## src/rtl/serial_gate_mac_if.sv

```systemverilog
// serial_gate_mac_if: start, term-stream and result handshakes of the serial gate MAC
interface serial_gate_mac_if #(
    parameter int DATA_WIDTH = 16,
    parameter int N_X = 4,
    parameter int N_H = 4
);
    localparam int IW = $clog2(N_X + N_H);
    logic                         start;
    logic                         start_ready;
    logic signed [DATA_WIDTH-1:0] bias;
    logic                         in_valid;
    logic                         in_ready;
    logic signed [DATA_WIDTH-1:0] in_data;
    logic signed [DATA_WIDTH-1:0] in_weight;
    logic [IW-1:0]                term_idx;
    logic                         term_is_h;
    logic                         out_valid;
    logic                         out_ready;
    logic signed [DATA_WIDTH-1:0] out;
    logic                         sat;
    modport master (
        output start, bias, in_valid, in_data, in_weight, out_ready,
        input  start_ready, in_ready, term_idx, term_is_h, out_valid, out, sat
    );
    modport slave (
        input  start, bias, in_valid, in_data, in_weight, out_ready,
        output start_ready, in_ready, term_idx, term_is_h, out_valid, out, sat
    );
endinterface

```

## src/rtl/serial_gate_mac.sv

```systemverilog
// serial_gate_mac: serial dot product W*x + U*h + b with full-precision accumulate and saturated result
module serial_gate_mac #(
    parameter int DATA_WIDTH  = 16,
    parameter int FRACT_WIDTH = 8,
    parameter int N_X         = 4,
    parameter int N_H         = 4,
    parameter int GUARD       = 8
) (
    input logic clk,
    input logic rst,
    serial_gate_mac_if.slave s
);
    localparam int ACC_WIDTH = 2*DATA_WIDTH + GUARD;
    localparam int N_T = N_X + N_H;
    localparam int IW = $clog2(N_T);
    localparam logic signed [ACC_WIDTH-1:0] MAXV = ACC_WIDTH'((64'sd1 <<< (DATA_WIDTH-1)) - 64'sd1);
    localparam logic signed [ACC_WIDTH-1:0] MINV = -MAXV - 1;
    typedef enum logic [1:0] {IDLE, ACCUM, DONE} state_t;
    state_t state, state_nx;
    logic signed [ACC_WIDTH-1:0] acc, acc_nx, shifted, bias_ext;
    logic signed [2*DATA_WIDTH-1:0] prod;
    logic [IW-1:0] idx, idx_nx;
    logic last, clip;
    assign prod     = s.in_data * s.in_weight;
    assign bias_ext = ACC_WIDTH'(s.bias) <<< FRACT_WIDTH;
    assign last     = idx == IW'(N_T - 1);
    assign shifted  = acc >>> FRACT_WIDTH;
    assign clip     = shifted > MAXV || shifted < MINV;
    assign s.start_ready = state == IDLE;
    assign s.in_ready    = state == ACCUM;
    assign s.out_valid   = state == DONE;
    assign s.term_idx    = idx;
    assign s.term_is_h   = idx >= IW'(N_X);
    assign s.out = state != DONE ? '0 : shifted > MAXV ? MAXV[DATA_WIDTH-1:0] :
                   shifted < MINV ? MINV[DATA_WIDTH-1:0] : shifted[DATA_WIDTH-1:0];
    assign s.sat = state == DONE && clip;
    // state, accumulator and term counter registers; reset discards any partial sum
    always_ff @(posedge clk) begin
        if (rst) begin
            state <= IDLE;
            acc   <= '0;
            idx   <= '0;
        end else begin
            state <= state_nx;
            acc   <= acc_nx;
            idx   <= idx_nx;
        end
    end
    // next-state: load scaled bias on start, accumulate one product per term handshake
    always_comb begin
        state_nx = state;
        acc_nx   = acc;
        idx_nx   = idx;
        case (state)
            IDLE: if (s.start) begin
                state_nx = ACCUM;
                acc_nx   = bias_ext;
                idx_nx   = '0;
            end
            ACCUM: if (s.in_valid) begin
                acc_nx   = acc + prod;
                idx_nx   = last ? '0 : idx + 1'b1;
                state_nx = last ? DONE : ACCUM;
            end
            DONE: if (s.out_ready) state_nx = IDLE;
            default: state_nx = IDLE;
        endcase
    end
endmodule

```

## src/flat_wrapper.sv

```systemverilog
// flat-port wrapper written by rule: the top's interface ports become plain ports
module serial_gate_mac_flat 
#(
    parameter int DATA_WIDTH  = 16,
    parameter int FRACT_WIDTH = 8,
    parameter int N_X         = 4,
    parameter int N_H         = 4,
    parameter int GUARD       = 8
)
  (clk, rst, s_start, s_bias, s_in_valid, s_in_data, s_in_weight, s_out_ready, s_start_ready, s_in_ready, s_term_idx, s_term_is_h, s_out_valid, s_out, s_sat);
  serial_gate_mac_if #(.DATA_WIDTH(DATA_WIDTH), .N_X(N_X), .N_H(N_H)) s_i ();
  input logic clk;
  input logic rst;
  input wire logic [$bits(s_i.start)-1:0] s_start;
  input wire logic [$bits(s_i.bias)-1:0] s_bias;
  input wire logic [$bits(s_i.in_valid)-1:0] s_in_valid;
  input wire logic [$bits(s_i.in_data)-1:0] s_in_data;
  input wire logic [$bits(s_i.in_weight)-1:0] s_in_weight;
  input wire logic [$bits(s_i.out_ready)-1:0] s_out_ready;
  output wire logic [$bits(s_i.start_ready)-1:0] s_start_ready;
  output wire logic [$bits(s_i.in_ready)-1:0] s_in_ready;
  output wire logic [$bits(s_i.term_idx)-1:0] s_term_idx;
  output wire logic [$bits(s_i.term_is_h)-1:0] s_term_is_h;
  output wire logic [$bits(s_i.out_valid)-1:0] s_out_valid;
  output wire logic [$bits(s_i.out)-1:0] s_out;
  output wire logic [$bits(s_i.sat)-1:0] s_sat;
  assign s_i.start = s_start;
  assign s_i.bias = s_bias;
  assign s_i.in_valid = s_in_valid;
  assign s_i.in_data = s_in_data;
  assign s_i.in_weight = s_in_weight;
  assign s_i.out_ready = s_out_ready;
  assign s_start_ready = s_i.start_ready;
  assign s_in_ready = s_i.in_ready;
  assign s_term_idx = s_i.term_idx;
  assign s_term_is_h = s_i.term_is_h;
  assign s_out_valid = s_i.out_valid;
  assign s_out = s_i.out;
  assign s_sat = s_i.sat;
  serial_gate_mac #(.DATA_WIDTH(DATA_WIDTH), .FRACT_WIDTH(FRACT_WIDTH), .N_X(N_X), .N_H(N_H), .GUARD(GUARD)) u_core (.clk(clk), .rst(rst), .s(s_i));
endmodule
```

## config.mk

```make
export PLATFORM = sky130hd
export DESIGN_NAME = serial_gate_mac_flat
export DESIGN_NICKNAME = d
export VERILOG_FILES = /design/src/rtl/serial_gate_mac_if.sv /design/src/rtl/serial_gate_mac.sv /design/src/flat_wrapper.sv
export SDC_FILE = /design/constraint.sdc
export NUM_CORES = 1
export LEC_CHECK = 0
export BUFFER_PORTS_ARGS = -buffer_cell sky130_fd_sc_hd__buf_2
export CORE_ASPECT_RATIO = 0.9
export CORE_MARGIN = 2
export CORE_UTILIZATION = 35
export CTS_CLUSTER_SIZE = 10
export DETAILED_ROUTE_END_ITERATION = 6
export PLACE_DENSITY = 0.49
export SYNTH_ARGS = -nofsm -noshare
export SYNTH_HDL_FRONTEND = slang
export SYNTH_SLANG_ARGS = --single-unit
```

## constraint.sdc

```tcl
create_clock -name clk -period 22.6 [get_ports clk]
set_input_delay 6.78 -clock clk [delete_from_list [all_inputs] [get_ports clk]]
set_output_delay 6.78 -clock clk [all_outputs]
set_load 0.02 [all_outputs]
```

==> After elaboration in Yosys (flattened, before gate mapping) <==
Cells that the tools add are included.
{ "totals": {"reg_bits": 45, "inputBits": 53, "output_inout_bits": 24, "word_cells": 37} }
{ "op_classes": {"n_addsub": 2, "n_mul": 1, "n_lt_le_gt_ge": 3, "n_eq_ne": 7, "muxes": 15, "n_reduce_logical": 6} }
{ "ops": {"columns": ["op", "n"], "rows": [
  ["two-way mux 40 bit", 2],
  ["one-hot mux 40 bit (2 select lines)", 1],
  ["two-way mux 16 bit", 3],
  ["adder 40 x 32 -> 40 bit", 1],
  ["> comparator 32 x 16 -> 1 bit (second input constant)", 1],
  ["less-than comparator 32 x 16 -> 1 bit (second input constant)", 1],
  ["multiplier 16 x 16 -> 32 bit", 1],
  ["two-way mux 3 bit", 3],
  ["two-way mux 2 bit", 4],
  ["inequality test 2 bit (second input constant)", 4],
  ["one-hot mux 2 bit (3 select lines)", 1],
  ["one-hot mux 3 bit (2 select lines)", 1],
  ["AND reduction 3 bit", 2],
  ["adder 3 x 1 -> 3 bit (second input constant)", 1],
  ["== test 3 bit (second input constant)", 1],
  [">= comparator 3 bit (second input constant)", 1],
  ["== test 2 x 1 -> 1 bit (second input constant)", 1],
  ["== test 2 bit (second input constant)", 1],
  ["logical NOT 2 bit", 1],
  ["nonzero test 2 bit", 1],
  ["logical AND 1 bit", 1],
  ["logical OR 1 bit", 1]
]} }

==> Logic depth before layout (Yosys ltp) <==
Gate-level depths: netlist (run 1).
{ "logic_depth": {"word_depth": 4, "mapped_depth": 24, "ltp_nobuf": 23} }

==> Worst setup path after synthesis (run 1) <==
OpenSTA, ideal clock, no wires.
{ "synth_timing": {"kind": "input -> register", "from": "input port s_in_weight[6]", "to": "register u_core.acc[38]", "setup_ns": 0.095, "arrival_time_ns": 12.762, "required_time_ns": 22.505, "path_slack_ns": 9.743, "stages": 21, "path_buffers": 1, "path_cell_list": "clkbuf_1 > and2_1 > fa_1 > inv_1 > fa_1 > fa_1 > inv_1 > fa_1 > fa_1 > inv_1 > fa_1 > inv_1 > ha_1 > and2_4 > a221oi_2 > or3b_4 > a2111oi_4 > nor4_2 > nor2_1 > mux2_1 > a221oi_1"} }
{ "synth_between": {"elab_chain_len": 4} }
{ "synth_rtl": {"columns": ["item", "line", "source"], "rows": [
  ["start: declaration", "flat_wrapper.sv:18", "input wire logic [$bits(s_i.in_weight)-1:0] s_in_weight;"],
  ["multiplier 16 x 16 -> 32 bit", "serial_gate_mac.sv:24", "assign prod = s.in_data * s.in_weight;"],
  ["adder 40 x 32 -> 40 bit", "serial_gate_mac.sv:61", "acc_nx = acc + prod;"],
  ["two-way mux 40 bit", "serial_gate_mac.sv:60", "ACCUM: if (s.in_valid) begin"],
  ["one-hot mux 40 bit (2 select lines)", "serial_gate_mac.sv:54", "case (state)"],
  ["end signal: assignment", "serial_gate_mac.sv:45", "acc <= acc_nx;"],
  ["end: declaration", "serial_gate_mac.sv:20", "logic signed [ACC_WIDTH-1:0] acc, acc_nx, shifted, bias_ext;"]
]} }
Every way passes these cells. The select of a mux whose other input is x is not followed.
A chain may end at the register's enable or synchronous reset.

==> Worst setup path after layout (run 1) <==
Same ends and word-level chain as after synthesis.

==> results of run 1 <==
[cell families (layout without fill, tap and decap cells)]
| group | count (synthesis) | after routing | synth area share |
|---|---|---|---|
| buf+inv | 477 | 507 | 0.124 |
| fa+ha+maj | 448 | 448 | 0.558 |
| simple gates | 431 | 431 | 0.142 |
| compound gates | 195 | 195 | 0.0910 |
| flops | 45 | 45 | 0.0622 |
| xor+xnor | 33 | 33 | 0.0200 |
| mux | 4 | 4 | 0.00285 |
[through the flow]
stage | hold slack (ns) | util
finish | 0.469 | 0.381
global route | 0.524 | 0.381
CTS | 0.464 | 0.381
detailed placement | 0.455 | 0.377
global placement | 0.448 | 0.377
floorplan | 0.432 | -
[worst paths after layout]
path	startpoint	endpoint	slack, ns	cells after the start
hold / removal	u_core.acc[15]	u_core.acc[15]	0.47	2
hold reg to reg	u_core.acc[15]	u_core.acc[15]	0.47	2
setup / recovery	s_in_weight[6]	u_core.acc[38]	9.50	21
setup reg to reg	u_core.acc[11]	u_core.acc[38]	16.94	16
[flip-flops by register name, summed over array words and instances (netlist names)]
signal,count
u_core.acc,40
u_core.s.term_idx,3
u_core.state,2
[cells in the final DEF, fill, tap and decap left out, types with 8 or more instances in the layout]
cell type,instances
o21ai_0,21
a21o_1,17
a21oi_1,70
buf_2,76
a22oi_1,8
nand2_1,176
xnor2_1,23
nor2_1,81
nor3_1,10
xor2_1,10
and2_1,116
nand2b_1,10
inv_1,419
ha_1,118
o221ai_1,13
dfxtp_1,45
fa_1,330
nand3_1,8
[per-layer routing]
layer  share of wire  up-vias  global-route usage
li1                -     4979                   -
met1            0.54     5420               0.324
met2            0.41      227               0.273
met3           0.051       11              0.0221
met4          0.0043        0              0.0166
met5               0        -                   0
[critical path, cell delays in order]
cell and delay (ns):
buf_2 0.21, and2_1 0.22, fa_1 0.53, inv_1 0.05, fa_1 0.56, fa_1 0.48
fa_1 0.52, inv_1 0.06, fa_1 0.54, inv_1 0.06, fa_1 0.56, inv_1 0.05
ha_1 0.37, a21o_1 0.23, a221oi_2 0.28, or3b_4 0.44, a2111oi_4 0.46, nor4_2 0.14
nor2_1 0.16, mux2_1 0.33, a221oi_1 0.25
[layout make-up]
| class | instances | share of cell area |
|---|---|---|
| multi-input cells | 1111 | 0.760 |
| inverters | 419 | 0.101 |
| flip-flops and latches | 45 | 0.0581 |
| well taps | 540 | 0.0436 |
| repair buffers | 81 | 0.0270 |
| clock buffers | 6 | 0.00896 |
| clock inverters | 1 | 0.000484 |
==> results by group, run 1 <==
Place
  • HPWL Detailed: 33200 um
  • Setup slack at placement: 9.27 ns
  • IO Port Bufs: 76
  • RD Place Congestion: 0.873
  • Post-Place Cells: 2196
  • Post-DP Area: 15400 sq um

Logic synthesis
  • Syn_nets: 2134
  • Top cells by area, synth: fa_1 (46%), inv_1 (11%), ha_1 (10%)
  • Main synth FF type: dfxtp_1
  • Synth area leader: fa_1
  • Synthesized flop and latch total: 45
  • Synth Warn #: 0
  • Top post-synthesis cells by count: inv_1 (419), fa_1 (330), nand2_1 (176)
  • Cells after Synth: 1633
  • Syn Std Cell Area: 14500 sq um
  • Count leader, synth: inv_1
  • Synth top area share: 0.456
  • Sequential share of the synthesized area: 0.0622
  • Yosys cell types: 61
  • Syn Area/Cell: 8.87 sq um
  • EDFF count, synth: 0
  • Synth async-reset ratio: 0

Clocking
  • Root buffer cell: clkbuf_16
  • Cts bufs inserted: 5
  • Post-cts sizing count: 0
  • H-tree levels: 2
  • Post-CTS Setup Bufs: 0
  • Bufs on Longest Clock Path: 2
  • Hold_buf cts: 0
  • Sink Count: 45
  • Clk_lat worst skew: 0.29 ns
  • CTS tree: yes
  • Reg clk slew, reported paths: 0.06 ns

Global route
  • Total track usage: 0.194
  • GRT Residual Overflow: 0
  • Largest net degree at the start of global routing: 50
  • Initial antenna violation count: 0
  • First-pass GRT wire length: 65000 um
  • Vias in the first global route: 11.2k

Timing
  • Slew margin rel.: 0.347
  • RSZ-0062 raised after global routing: false
  • Clk_skew: 0.00403 ns
  • Final WS setup: 9.50 ns
  • Endpoints failing setup: 0
  • Fmax: 76.4 MHz
  • Slew at the pin closest to its max-slew limit: 0.979 ns
  • Max Transition Viols Final: 0
  • Final Cycle Share: 0.579
  • Sum Neg Setup Slack: 0 ns
  • Final Critical Period: 13.10 ns
  • Fin. Hold Viols: 0

Final layout
  • Share of cells above drive strength 1: 0.0595
  • Cell area after layout: 15500 sq um
  • # nets final: 2164
  • Area growth syn-to-layout: 7.05%
  • Post-Layout Cell Count: 2203
  • Ant diodes: 0
  • Register area: 901 sq um
  • Multi-input logic area: 11800 sq um
  • Filler cells: 4186

Setup path
  • Critical path class: in -> reg
  • Type of origin of the critical path: input port
  • Arr. time, crit path: 13.29 ns
  • Worst-path fanout max: 16
  • Worst setup EP type: register
  • Req. time, crit path: 22.79 ns

Drt
  • Final antenna-violating net count: 0
  • Avg WL per Cell: 17.8 um
  • Detailed-route DRC error count: 0
  • DR vias/cell: 4.83
  • Final wirelength: 39100 um
  • Drt pass-1 iters: 5
  • Vias: 10.6k
  • First DRT Iteration DRCs: 591

Die
  • Die Y: 197 um
  • I/O pin total: 77
  • # rows: 70
  • Die X: 218 um
  • Die ar.: 43000 sq um
  • Core area: 40700 sq um
  • Initial Util: 0.356

Job
  • MaxCap Viol Count: 0

Worst hold path
  • HP Class: reg -> reg

Outcome
  • Status: finished, final reports clean
Power of run 1 is not shown: default switching activity piles up to over one toggle a cycle in this logic, so the estimate is an artifact.
==> inputs of run 2 (changes only) <==
PLACE_DENSITY = 0.5   (was 0.49)
clock period = 11 ns   (was 22.6 ns; I/O delays follow)
==> run 2 against run 1 <==
Register-to-register slack got worse by 12 ns. Cell count about the same. Worst setup slack got worse by 8.1 ns. Clock skew grew 0.0013 ns. Die area did not move. Largest cell class unchanged.
==> results by group, run 2 (synthesized netlist as in run 1, its figures left out) <==
Die
  • # rows: 70 (unchanged)
  • Die Y: 197 um (unchanged)
  • Core area: 40700 sq um (unchanged)
  • Die X: 218 um (unchanged)
  • Die ar.: 43000 sq um (unchanged)
  • I/O pin total: 77 (unchanged)
  • Initial Util: 0.356 (unchanged)

Clocking
  • Cts bufs inserted: 5 (unchanged)
  • Post-CTS Setup Bufs: 0 (unchanged)
  • Root buffer cell: clkbuf_16
  • Post-cts sizing count: 0 (unchanged)
  • Reg clk slew, reported paths: 0.07 ns (about the same)
  • Sink Count: 45 (unchanged)
  • Hold_buf cts: 0 (unchanged)
  • CTS tree: yes
  • H-tree levels: 2 (unchanged)
  • Bufs on Longest Clock Path: 2 (unchanged)
  • Clk_lat worst skew: 0.30 ns (about the same)

Timing
  • Clk_skew: 0.00529 ns (+0.00126 ns)
  • Endpoints failing setup: 0 (unchanged)
  • Final Critical Period: 9.58 ns
  • Slew margin rel.: 0.333 (-0.0141)
  • Sum Neg Setup Slack: 0 ns (unchanged)
  • Slew at the pin closest to its max-slew limit: 1.00 ns (+0.0211 ns)
  • Fin. Hold Viols: 0 (unchanged)
  • Final Cycle Share: 0.871
  • Fmax: 104 MHz
  • Max Transition Viols Final: 0 (unchanged)
  • RSZ-0062 raised after global routing: false

Setup path
  • Req. time, crit path: 11.20 ns (-11.59 ns)
  • Worst-path fanout max: 16 (unchanged)
  • Critical path's largest stage delay: 0.56 ns (about the same)
  • CP Cell Sequence: buf_2 -> and2_1 -> fa_1 -> inv_1 -> fa_1 -> fa_1 -> fa_1 -> inv_1 -> fa_1 -> inv_1 -> fa_1 -> inv_1 -> ha_1 -> a21o_1 -> a221oi_2 -> or3b_4 -> a2111oi_4 -> nor4_2 -> nor2_1 -> mux2_1 -> a221oi_1
  • Type of origin of the critical path: input port
  • Most used cell, CP: fa_1
  • WP buf/inv: 5 (unchanged)
  • Arr. time, crit path: 9.78 ns (-3.51 ns)
  • Worst setup EP type: register
  • Top delay family on crit path: adder cells
  • Worst reg2reg setup slack: 5.37 ns (-11.57 ns)
  • Critical path class: in -> reg
  • Slowest CP cell: fa_1

Global route
  • Initial antenna violation count: 0 (unchanged)
  • Total track usage: 0.197 (+0.00315)
  • First-pass GRT wire length: 65800 um (+1.3%)
  • GRT Residual Overflow: 0 (unchanged)
  • Largest net degree at the start of global routing: 50 (unchanged)
  • Vias in the first global route: 11.4k (+1.9%)

Drt
  • DR vias/cell: 4.82 (about the same)
  • Drt pass-1 iters: 5 (unchanged)
  • Avg WL per Cell: 18.0 um (+1.6%)
  • Final antenna-violating net count: 0 (unchanged)
  • Final wirelength: 39800 um (+1.7%)
  • Vias: 10.6k (unchanged)
  • Detailed-route DRC error count: 0 (unchanged)
  • First DRT Iteration DRCs: 689 (+17%)

Outcome
  • Status: finished, final reports clean

Final layout
  • Register area: 901 sq um (unchanged)
  • Ant diodes: 0 (unchanged)
  • Share of cells above drive strength 1: 0.0601 (+0.000529)
  • Commonest non-fill, non-tap cell in the layout: inv_1
  • Multi-input logic area: 11800 sq um (unchanged)
  • Filler cells: 4187 (+0.024%)
  • Most flops, register: u_core.acc
  • Max FFs per register: 40 (unchanged)
  • Area growth syn-to-layout: 7.25%
  • # nets final: 2165 (+0.046%)
  • Most frequent cells in the layout: inv_1 (419), fa_1 (330), nand2_1 (176), ha_1 (118), and2_1 (116)

Place
  • IO Port Bufs: 76 (unchanged)
  • RD Place Congestion: 0.898 (+2.9%)
  • HPWL Detailed: 33500 um (+1.1%)

Worst hold path
  • HP Class: reg -> reg

Job
  • MaxCap Viol Count: 0 (unchanged)
-- run 2: changes by cell type in the layout (fill, tap and decap cells not counted), sizes merged --
cell and change:
buf +1, clkinv +1, clkinvlp -1, bufinv +1
-- run 2: area by class of cell --
cell class,count,share of cell area
inverters,419,0.101
repair buffers,82,0.0274
clock inverters,2,0.00250
flip-flops and latches,45,0.0580
clock buffers,6,0.00830
well taps,540,0.0435
multi-input cells,1111,0.759
-- run 2: routing by layer --
metal	wire (um)	part of all wire	global-route usage	up-vias
met5	0	0	0	-
met4	226	0.0057	0.0212	0
met1	21200	0.53	0.324	5381
met3	1990	0.050	0.0236	12
li1	-	-	-	4985
met2	16400	0.41	0.281	259
-- run 2: path summary, 6_finish.rpt --
path,start,end,depth (start not counted)
max,s_in_weight[6],u_core.acc[38],21
min,u_core.acc[15],u_core.acc[15],2
max reg2reg,u_core.acc[11],u_core.acc[38],16
min reg2reg,u_core.acc[15],u_core.acc[15],2
-- run 2: stage by stage --
step            util  instances  instance area (sq um)  hold slack, ns  setup WS, ns
2_1_floorplan      -       1633                  14500           0.432          1.62
3_3_place_gp   0.377       2197                  15400           0.442          1.21
4_1_cts        0.381       2205                  15500           0.461          1.38
5_1_grt        0.381       2205                  15500           0.501         0.917
6_report       0.381       2205                  15500           0.463          1.42
3_5_place_dp   0.377       2197                  15400           0.452          1.09
-- run 2: worst min-delay path, stage by stage, from the launching register on --
cell and delay [ns]:
dfxtp_1 0.31, nand2_1 0.05, a21oi_1 0.05
Power of run 2 is left out for the same reason.
